[src/rtl/dmem_bytelane.sv]
// Byte-lane data memory with a req/ack wait-state handshake and misalignment rejection.
// Optional range check: define DMEM_BOUNDS_CHECK_EN to reject addresses >= DEPTH_WORDS*4.
module dmem_bytelane #(
  parameter int DEPTH_WORDS = 128,
  parameter int WAIT_CYCLES = 1,
  parameter int ADDR_WIDTH  = 32
) (
  input  logic                  clk,
  input  logic                  rst_n,
  input  logic                  req,
  input  logic                  we,
  input  logic [1:0]            size,
  input  logic                  sext,
  input  logic [ADDR_WIDTH-1:0] addr,
  input  logic [31:0]           wdata,
  output logic [31:0]           rdata,
  output logic                  ack,
  output logic                  err,
  output logic                  busy
);

  localparam int IDX_W = $clog2(DEPTH_WORDS);
  localparam int LOW_W = IDX_W + 2;
  localparam logic [3:0] CNT_INIT = (WAIT_CYCLES > 0) ? 4'(WAIT_CYCLES - 1) : 4'd0;

  typedef enum logic [1:0] {S_IDLE, S_WAIT, S_RESP} state_t;

  state_t            state_q, state_d;
  logic [3:0]        cnt_q, cnt_d;
  logic              we_q, sext_q;
  logic [1:0]        size_q;
  logic [LOW_W-1:0]  addr_q;
  logic [31:0]       wdata_q;
  logic [31:0]       rdata_q;
  logic              err_q;
  logic              commit, reject_fire;

  logic [31:0]       mem_q [DEPTH_WORDS];

  // In IDLE the access is taken straight from the ports so a zero-wait commit needs no extra cycle.
  logic              in_idle;
  logic              c_we, c_sext;
  logic [1:0]        c_size;
  logic [LOW_W-1:0]  c_addr;
  logic [31:0]       c_wdata;

  assign in_idle = (state_q == S_IDLE);
  assign c_we    = in_idle ? we    : we_q;
  assign c_sext  = in_idle ? sext  : sext_q;
  assign c_size  = in_idle ? size  : size_q;
  assign c_addr  = in_idle ? addr[LOW_W-1:0] : addr_q;
  assign c_wdata = in_idle ? wdata : wdata_q;

  logic is_byte, is_half, misaligned, reject;
  assign is_byte    = (c_size == 2'b00);
  assign is_half    = (c_size == 2'b01);
  assign misaligned = (is_half && c_addr[0]) || (!is_byte && !is_half && (c_addr[1:0] != 2'b00));

`ifdef DMEM_BOUNDS_CHECK_EN
  localparam logic [ADDR_WIDTH-1:0] MEM_BYTES = ADDR_WIDTH'(DEPTH_WORDS * 4);
  assign reject = misaligned || (addr >= MEM_BYTES);
`else
  logic unused_addr_hi;
  assign unused_addr_hi = ^addr[ADDR_WIDTH-1:LOW_W];
  assign reject = misaligned;
`endif

  logic [IDX_W-1:0]  idx;
  logic [31:0]       rd_word;
  logic [7:0]        ld_byte;
  logic [15:0]       ld_half;
  logic [31:0]       ld_val;
  logic [3:0]        byte_en;
  logic [3:0][7:0]   wr_lanes;

  assign idx     = c_addr[LOW_W-1:2];
  assign rd_word = mem_q[idx];
  assign ld_byte = rd_word[{c_addr[1:0], 3'b000} +: 8];
  assign ld_half = c_addr[1] ? rd_word[31:16] : rd_word[15:0];
  assign ld_val  = is_byte ? {{24{c_sext & ld_byte[7]}}, ld_byte} :
                   is_half ? {{16{c_sext & ld_half[15]}}, ld_half} : rd_word;

  // Right-aligned store data is replicated onto the lanes; byte_en picks the ones that land.
  for (genvar gi = 0; gi < 4; gi++) begin : g_lane
    assign byte_en[gi]  = is_byte ? (c_addr[1:0] == 2'(gi)) :
                          is_half ? (c_addr[1] == 1'(gi / 2)) : 1'b1;
    assign wr_lanes[gi] = is_byte ? c_wdata[7:0] :
                          is_half ? c_wdata[8*(gi%2) +: 8] : c_wdata[8*gi +: 8];
  end

  always_comb begin
    state_d     = state_q;
    cnt_d       = cnt_q;
    commit      = 1'b0;
    reject_fire = 1'b0;
    case (state_q)
      S_IDLE: begin
        if (req) begin
          if (reject) begin
            reject_fire = 1'b1;
            state_d     = S_RESP;
          end else if (WAIT_CYCLES > 0) begin
            state_d = S_WAIT;
            cnt_d   = CNT_INIT;
          end else begin
            commit  = 1'b1;
            state_d = S_RESP;
          end
        end
      end
      S_WAIT: begin
        if (cnt_q == 4'd0) begin
          commit  = 1'b1;
          state_d = S_RESP;
        end else begin
          cnt_d = cnt_q - 4'd1;
        end
      end
      S_RESP:  state_d = S_IDLE;
      default: state_d = S_IDLE;
    endcase
  end

  always_ff @(posedge clk or negedge rst_n) begin
    if (!rst_n) begin
      state_q <= S_IDLE;
      cnt_q   <= 4'd0;
      we_q    <= 1'b0;
      sext_q  <= 1'b0;
      size_q  <= 2'b00;
      addr_q  <= '0;
      wdata_q <= 32'd0;
      rdata_q <= 32'd0;
      err_q   <= 1'b0;
    end else begin
      state_q <= state_d;
      cnt_q   <= cnt_d;
      if (in_idle && req) begin
        we_q    <= we;
        sext_q  <= sext;
        size_q  <= size;
        addr_q  <= addr[LOW_W-1:0];
        wdata_q <= wdata;
      end
      if (commit) begin
        err_q   <= 1'b0;
        rdata_q <= c_we ? 32'd0 : ld_val;
      end else if (reject_fire) begin
        err_q   <= 1'b1;
        rdata_q <= 32'd0;
      end
    end
  end

  // Storage is never reset; it only changes on a store commit.
  always_ff @(posedge clk) begin
    if (commit && c_we) begin
      for (int i = 0; i < 4; i++) begin
        if (byte_en[i]) mem_q[idx][8*i +: 8] <= wr_lanes[i];
      end
    end
  end

  assign rdata = rdata_q;
  assign err   = err_q;
  assign ack   = (state_q == S_RESP);
  assign busy  = (state_q != S_IDLE);

endmodule

[config.mk]
export PLATFORM = sky130hd
export DESIGN_NAME = dmem_bytelane
export DESIGN_NICKNAME = d
export VERILOG_FILES = /design/src/rtl/dmem_bytelane.sv
export SDC_FILE = /design/constraint.sdc
export NUM_CORES = 2
export LEC_CHECK = 0
export CORE_ASPECT_RATIO = 1.1
export CORE_MARGIN = 3
export CORE_UTILIZATION = 50
export CTS_CLUSTER_DIAMETER = 80
export CTS_CLUSTER_SIZE = 30
export DETAILED_ROUTE_END_ITERATION = 10
export DONT_BUFFER_PORTS = 1
export GPL_ROUTABILITY_DRIVEN = 0
export MAX_ROUTING_LAYER = met4
export REMOVE_ABC_BUFFERS = 1
export SYNTH_ARGS = -nofsm -noshare
export SYNTH_HDL_FRONTEND = slang
export SYNTH_SLANG_ARGS = --single-unit
[constraint.sdc]
create_clock -name clk -period 11.5 [get_ports clk]
set_clock_uncertainty 0.05 [all_clocks]
set_input_delay 1.15 -clock clk [delete_from_list [all_inputs] [get_ports clk]]
set_output_delay 1.15 -clock clk [all_outputs]
set_load 0.01 [all_outputs]
* After elaboration in Yosys (flattened, before gate mapping)
Memories as Yosys holds them, arrays and structs flattened. Index checks and enable logic that the tools add are counted.
Storage, ports and cells: bits in registers 84, RAM bits 4096, memories 1, output and inout bits 35
Operators by class: shift operators 1, add/sub/neg operators 1, equality and inequality tests 10, mux-type cells 49, bitwise logic cells 3, reduce and logical (&&, ||, !) cells 18
Memory list:
- mem_q | depth 128, bits a word 32, read ports 1, clocked after Yosys merged registers in 0, wr ports 1, line 38 | logic [31:0] mem_q [DEPTH_WORDS];
Operators by type and width (number):
- two-way mux 32 bit | 6
- two-way mux 8 bit | 5
- indexed part select 32 x 6 -> 8 bit | 1
- two-way mux 1 bit | 27
- two-way mux 16 bit | 1
- two-way mux 4 bit | 3
- two-way mux 9 bit | 1
- two-way mux 2 bit | 4
- != test 2 bit, second input constant | 4
- case mux 4 bit (2 select lines) | 1
- nonzero test 2 bit | 4
- equality test 2 x 1 -> 1 bit, second input constant | 3
- equality test 2 bit, second input constant | 3
- logical NOT 2 bit | 3
- logical AND 1 bit | 5
- logical NOT 4 bit | 1
- case mux 2 bit (2 select lines) | 1
- AND reduction 4 bit | 1
- subtractor 4 x 1 -> 4 bit, second input constant | 1
- bitwise AND 1 bit | 2
- logical NOT 1 bit | 2
- AND reduction 2 bit | 1
- logical OR 1 bit | 1
- inverter 1 bit | 1

* Depth between registers and ports, before layout
word-level depth 12, gate-level depth with buffers 22, gate-level depth less buffers 12

* Worst setup path before layout
Ideal clock, no wire load.
path type reg2reg, start point register state_q[0], end point memory mem_q[0][16] (data pin), arrival time 7144 ps, path slack 3337 ps, path buffers 4, stages on the path, launching flop included 10, clock period less this slack 8163 ps, cell sequence dfrtp_1 -> buf_2 -> nor2_4 -> buf_1 -> buf_1 -> clkbuf_1 -> nand2_1 -> nand2_1 -> nor2_1 -> a31oi_1
RTL lines:
- start, declared | line 28 | state_t state_q, state_d;
- start signal, assigned | line 136 | state_q <= state_d;
- end, declared | line 38

* Worst setup path after layout
start point register state_q[0], end point register rdata_q[24], in the netlist rdata[24]
On the way: word-level cells in the longest chain between the ends 11, elaborated cells between the ends (all ways) 29, those cells by class eq/ne: 2; shift: 1; mux: 13; bitwise: 2; reduce/logical: 10; memory: 1
Ends and longest elaborated chain:
- branches (longest 11 deep; another with memory (128 x 32 bit))
- end signal, assigned | line 147 | rdata_q <= c_we ? 32'd0 : ld_val;
- end, declared | line 34 | logic [31:0] rdata_q;
Parallel ways; which one is timed is not known. A chain may end at the register's enable or synchronous reset.

==> results.sh <==
export IMPL_setup_repair_after_global_routing_missed_its_margin="false"
export IMPL_worst_hold_path_type="in2async"
export IMPL_grt_overflow_total=0
export IMPL_synth_async_reset_ratio_pct=2.01
export IMPL_layout_drive_gt1_share_pct=9.13
export IMPL_place_ws_ps=4240
export IMPL_grt_max_degree=130
export IMPL_wirelength_um=533000
export IMPL_synthDominantCellAreaShare_pct=77.1
export IMPL_worstPathMaxFanout=79
export IMPL_worst_skew_pair_late_latency_ps=920
export IMPL_final_setup_tns_ps=0
export IMPL_clock_sinks=4180
export IMPL_synth_adder_area_share_pct=0.00784
export IMPL_grt_usage_pct=33.1
export IMPL_proportion_of_synthesized_area_in_mux_cells_pct=0.805
export IMPL_final_critical_path_setup_slack_ps=3890
export IMPL_antenna_violations_before_repair=43
export IMPL_dominant_combinational_cell_family_by_area_after_synthesis="compound AO/OA/AOI/OAI gates"
export IMPL_grt_pass1_vias=95000
export IMPL_synth_area_um2=160000
export IMPL_clk_path_buf_depth=4
export IMPL_portBuffers=0
export IMPL_max_freq_mhz=131
export IMPL_synth_yosys_warnings=0
export IMPL_critical_path_top_cell_by_count="sky130_fd_sc_hd__buf_4"
export IMPL_area_sequential_um2=125000
export IMPL_synth_cells_most_frequent="sky130_fd_sc_hd__edfxtp_1, sky130_fd_sc_hd__o22ai_1, sky130_fd_sc_hd__nor3_1"
export IMPL_design_core_area_um2=316000
export IMPL_worst_path_largest_cell_delay_ps=1070
export IMPL_die_w_um=545
export IMPL_std_cell_rows=216
export IMPL_layout_filler_cells=25100
export IMPL_xor_and_xnor_area_share_after_synthesis_pct=0.00549
export IMPL_ant_nets=0
export IMPL_cap_viol_max_count=0
export IMPL_syn_inst=10500
export IMPL_clk_root_buffer_cell="sky130_fd_sc_hd__clkbuf_16"
export IMPL_critical_path_endpoint_type="register"
export IMPL_ys_flop_type="sky130_fd_sc_hd__edfxtp_1"
export IMPL_syn_area_per_cell_um2=15.2
export IMPL_timing_max_slew_rel_slack_pct=6.78
export IMPL_criticalPathCategory="reg2reg"
export IMPL_drt_pre_antenna_iters=10
export IMPL_tritoncts="built"
export IMPL_post_route_period_util_pct=66.2
export IMPL_die_height_um=599
export IMPL_dp_hpwl_um=318000
export IMPL_timing_critical_path_required_ps=12290
export IMPL_yosys_cell_count_top_type="sky130_fd_sc_hd__edfxtp_1"
export IMPL_hold_viol=0
export IMPL_path_buf_inv=4
export IMPL_clk_transition_reported_paths_ps=110
export IMPL_num_nets_final=10500
export IMPL_worst_endpoint_arrival_ps=8400
export IMPL_maxSlewViolCount=0
export IMPL_crit_path_cell_trace="buf_4 > nor2_4 > inv_2 > buf_4 > mux2_8 > buf_12 > a211oi_1 > or4_1 > a2111oi_1 > o2111ai_1 > and3b_1 > a22oi_1 > a211oi_4 > a221o_1"
export IMPL_cell_taking_the_most_area_after_synthesis="sky130_fd_sc_hd__edfxtp_1"
export IMPL_die_area_um2=326000
export IMPL_route_vias_total=101000
export IMPL_synth_edf_count=4096
export IMPL_timing_critical_path_from_type="register"
export IMPL_post_synth_main_area_contributors="sky130_fd_sc_hd__edfxtp_1, sky130_fd_sc_hd__o22ai_1, sky130_fd_sc_hd__nor3_1"
export IMPL_multi_input_comb_area_um2=31900
export IMPL_post_cts_setup_buffers=0
export IMPL_power_total_mw=46.8
export IMPL_tritoncts_num_buffers=175
export IMPL_dr_first_iter_drc_count=14700
export IMPL_static_leakage_power_nw=53.3
export IMPL_postLayoutCellArea_um2=172000
export IMPL_measured_slew_at_the_worst_slew_check_pin_ps=1400
export IMPL_synth_compound_area_share_pct=10.3
export IMPL_detail_route_vias_per_cell=6.86
export IMPL_routed_wire_length_per_instance_um=36.3
export IMPL_floorplan_initialDensity_pct=50.5
export IMPL_h_tree_depth=4
export IMPL_ys_seq_elements=4180
export IMPL_run_status="complete, no violations"
export IMPL_grt_pass1_wl_um=744000
export IMPL_timing_critical_path_slowest_stage_cell="sky130_fd_sc_hd__a211oi_4"
export IMPL_layout_area_overhead_vs_synth_pct=8.04
export IMPL_netlist_cell_type_count=84
export IMPL_drc=0
export IMPL_synth_simple_area_share_pct=8.22
export IMPL_vdd_ir_drop_worst_mv=0.280
export IMPL_synth_sequential_area_ratio_pct=78.4
export IMPL_pwr_density_cell_nw_per_um2=271
export IMPL_setup_violations=0
export IMPL_hold_worst_slack_ps=29.5
export IMPL_io_pin_count=106
export IMPL_period_minus_slack_ps=7610
export IMPL_detailed_place_area_um2=167000
export IMPL_worst_path_dominant_cell_family="compound AO/OA/AOI/OAI gates"
what timing repair did:
item	CTS	global route
gates resized for setup	0	0
hold buffers	1	0
hold endpoints to repair	84	0
final timing paths:
| path | end | slack, ps | start | depth (start not counted) |
|---|---|---|---|---|
| min reg2reg | wdata_q[15]$_DFFE_PN0P_ | 440 | wdata_q[15]$_DFFE_PN0P_ | 2 |
| min in group clk | addr_q[7]$_DFFE_PN0P_ | 280 | addr[7] | 2 |
| max in group asynchronous | wdata_q[14]$_DFFE_PN0P_ | 10750 | rst_n | 1 |
| min | wdata_q[1]$_DFFE_PN0P_ | 30 | rst_n | 1 |
| max reg2reg | rdata[24]$_DFFE_PN0P_ | 3890 | state_q[0]$_DFFE_PN0P_ | 14 |
| max | rdata[24]$_DFFE_PN0P_ | 3890 | state_q[0]$_DFFE_PN0P_ | 14 |
registers in the layout (all words and copies together), names as in the netlist:
name	count
state_q	2
we_q	1
err	1
wdata_q	32
mem_q	4096
size_q	2
addr_q	9
sext_q	1
cnt_q	4
rdata	32
power by group:
group	total, mW	internal, mW	switching [mW]
Sequential	20.9	20.7	0.221
Combinational	18.3	3.63	14.6
Clock	7.64	3.02	4.62
through the flow:
step | util [%] | cells
after floorplan | - | 9668
after global placement | 52.8 | 14400
after detailed placement | 52.8 | 14400
after CTS | 54.4 | 14600
after global routing | 54.5 | 14700
final | 54.5 | 14700
cell type report:
class / count / area share (%)
Multi-Input combinational cell: 5474 / 18.5
Antenna cell: 54 / 0.0784
Sequential cell: 4180 / 72.6
Clock buffer: 215 / 2.73
Timing Repair Buffer: 578 / 2.81
Inverter: 14 / 0.0334
Tap cell: 4142 / 3.01
Clock inverter: 48 / 0.253
logic make-up after synthesis:
family,count (synthesis)
AOI/OAI and AO/OA,2467
xor gates and xnor gates,1
and+or+nand+nor,2878
adders and majority gates,1
muxes,127
buffers and inverters,825
DFF,4180
routing by layer:
layer	global-route usage (%)	vias to the layer above	part of all wire [%]
li1	-	41500	-
met1	42.6	51900	37
met2	49.4	6325	46
met3	7.59	1168	11
met4	17.7	0	6.3
met5	-	-	0
cell usage in the layout, fill, tap and decap left out, types with 45 or more instances in the layout:
cell type,synthesis,final
sky130_fd_sc_hd__dfrtp_1,84,84
sky130_fd_sc_hd__mux2i_1,116,108
sky130_fd_sc_hd__clkbuf_16,0,183
sky130_fd_sc_hd__o31ai_1,93,92
sky130_fd_sc_hd__nor3_1,923,902
sky130_fd_sc_hd__nor4_1,67,66
sky130_fd_sc_hd__edfxtp_1,4096,4096
sky130_fd_sc_hd__o221ai_1,122,114
sky130_fd_sc_hd__o41ai_1,47,45
sky130_fd_sc_hd__diode_2,0,54
sky130_fd_sc_hd__o22ai_1,965,965
sky130_fd_sc_hd__nand2_1,706,680
sky130_fd_sc_hd__o22a_1,68,68
sky130_fd_sc_hd__and3_1,170,170
sky130_fd_sc_hd__buf_4,25,536
sky130_fd_sc_hd__o32ai_1,85,85
sky130_fd_sc_hd__nand3_1,155,155
sky130_fd_sc_hd__nor2_1,749,730
sky130_fd_sc_hd__a31oi_1,109,102
sky130_fd_sc_hd__a211oi_1,140,140
sky130_fd_sc_hd__o21ai_0,496,492
sky130_fd_sc_hd__a21oi_1,95,85
worst register-to-register path, delay by kind of cell, from the launching register on:
kind | cells | cell delay [ps]
AND/OR/NAND/NOR | 3 | 1780
buffers and inverters | 4 | 1580
flip-flops | 1 | 380
AO/OA/AOI/OAI | 6 | 3120
multiplexers | 1 | 640
No activity file was read; power rests on OpenSTA's default activity.
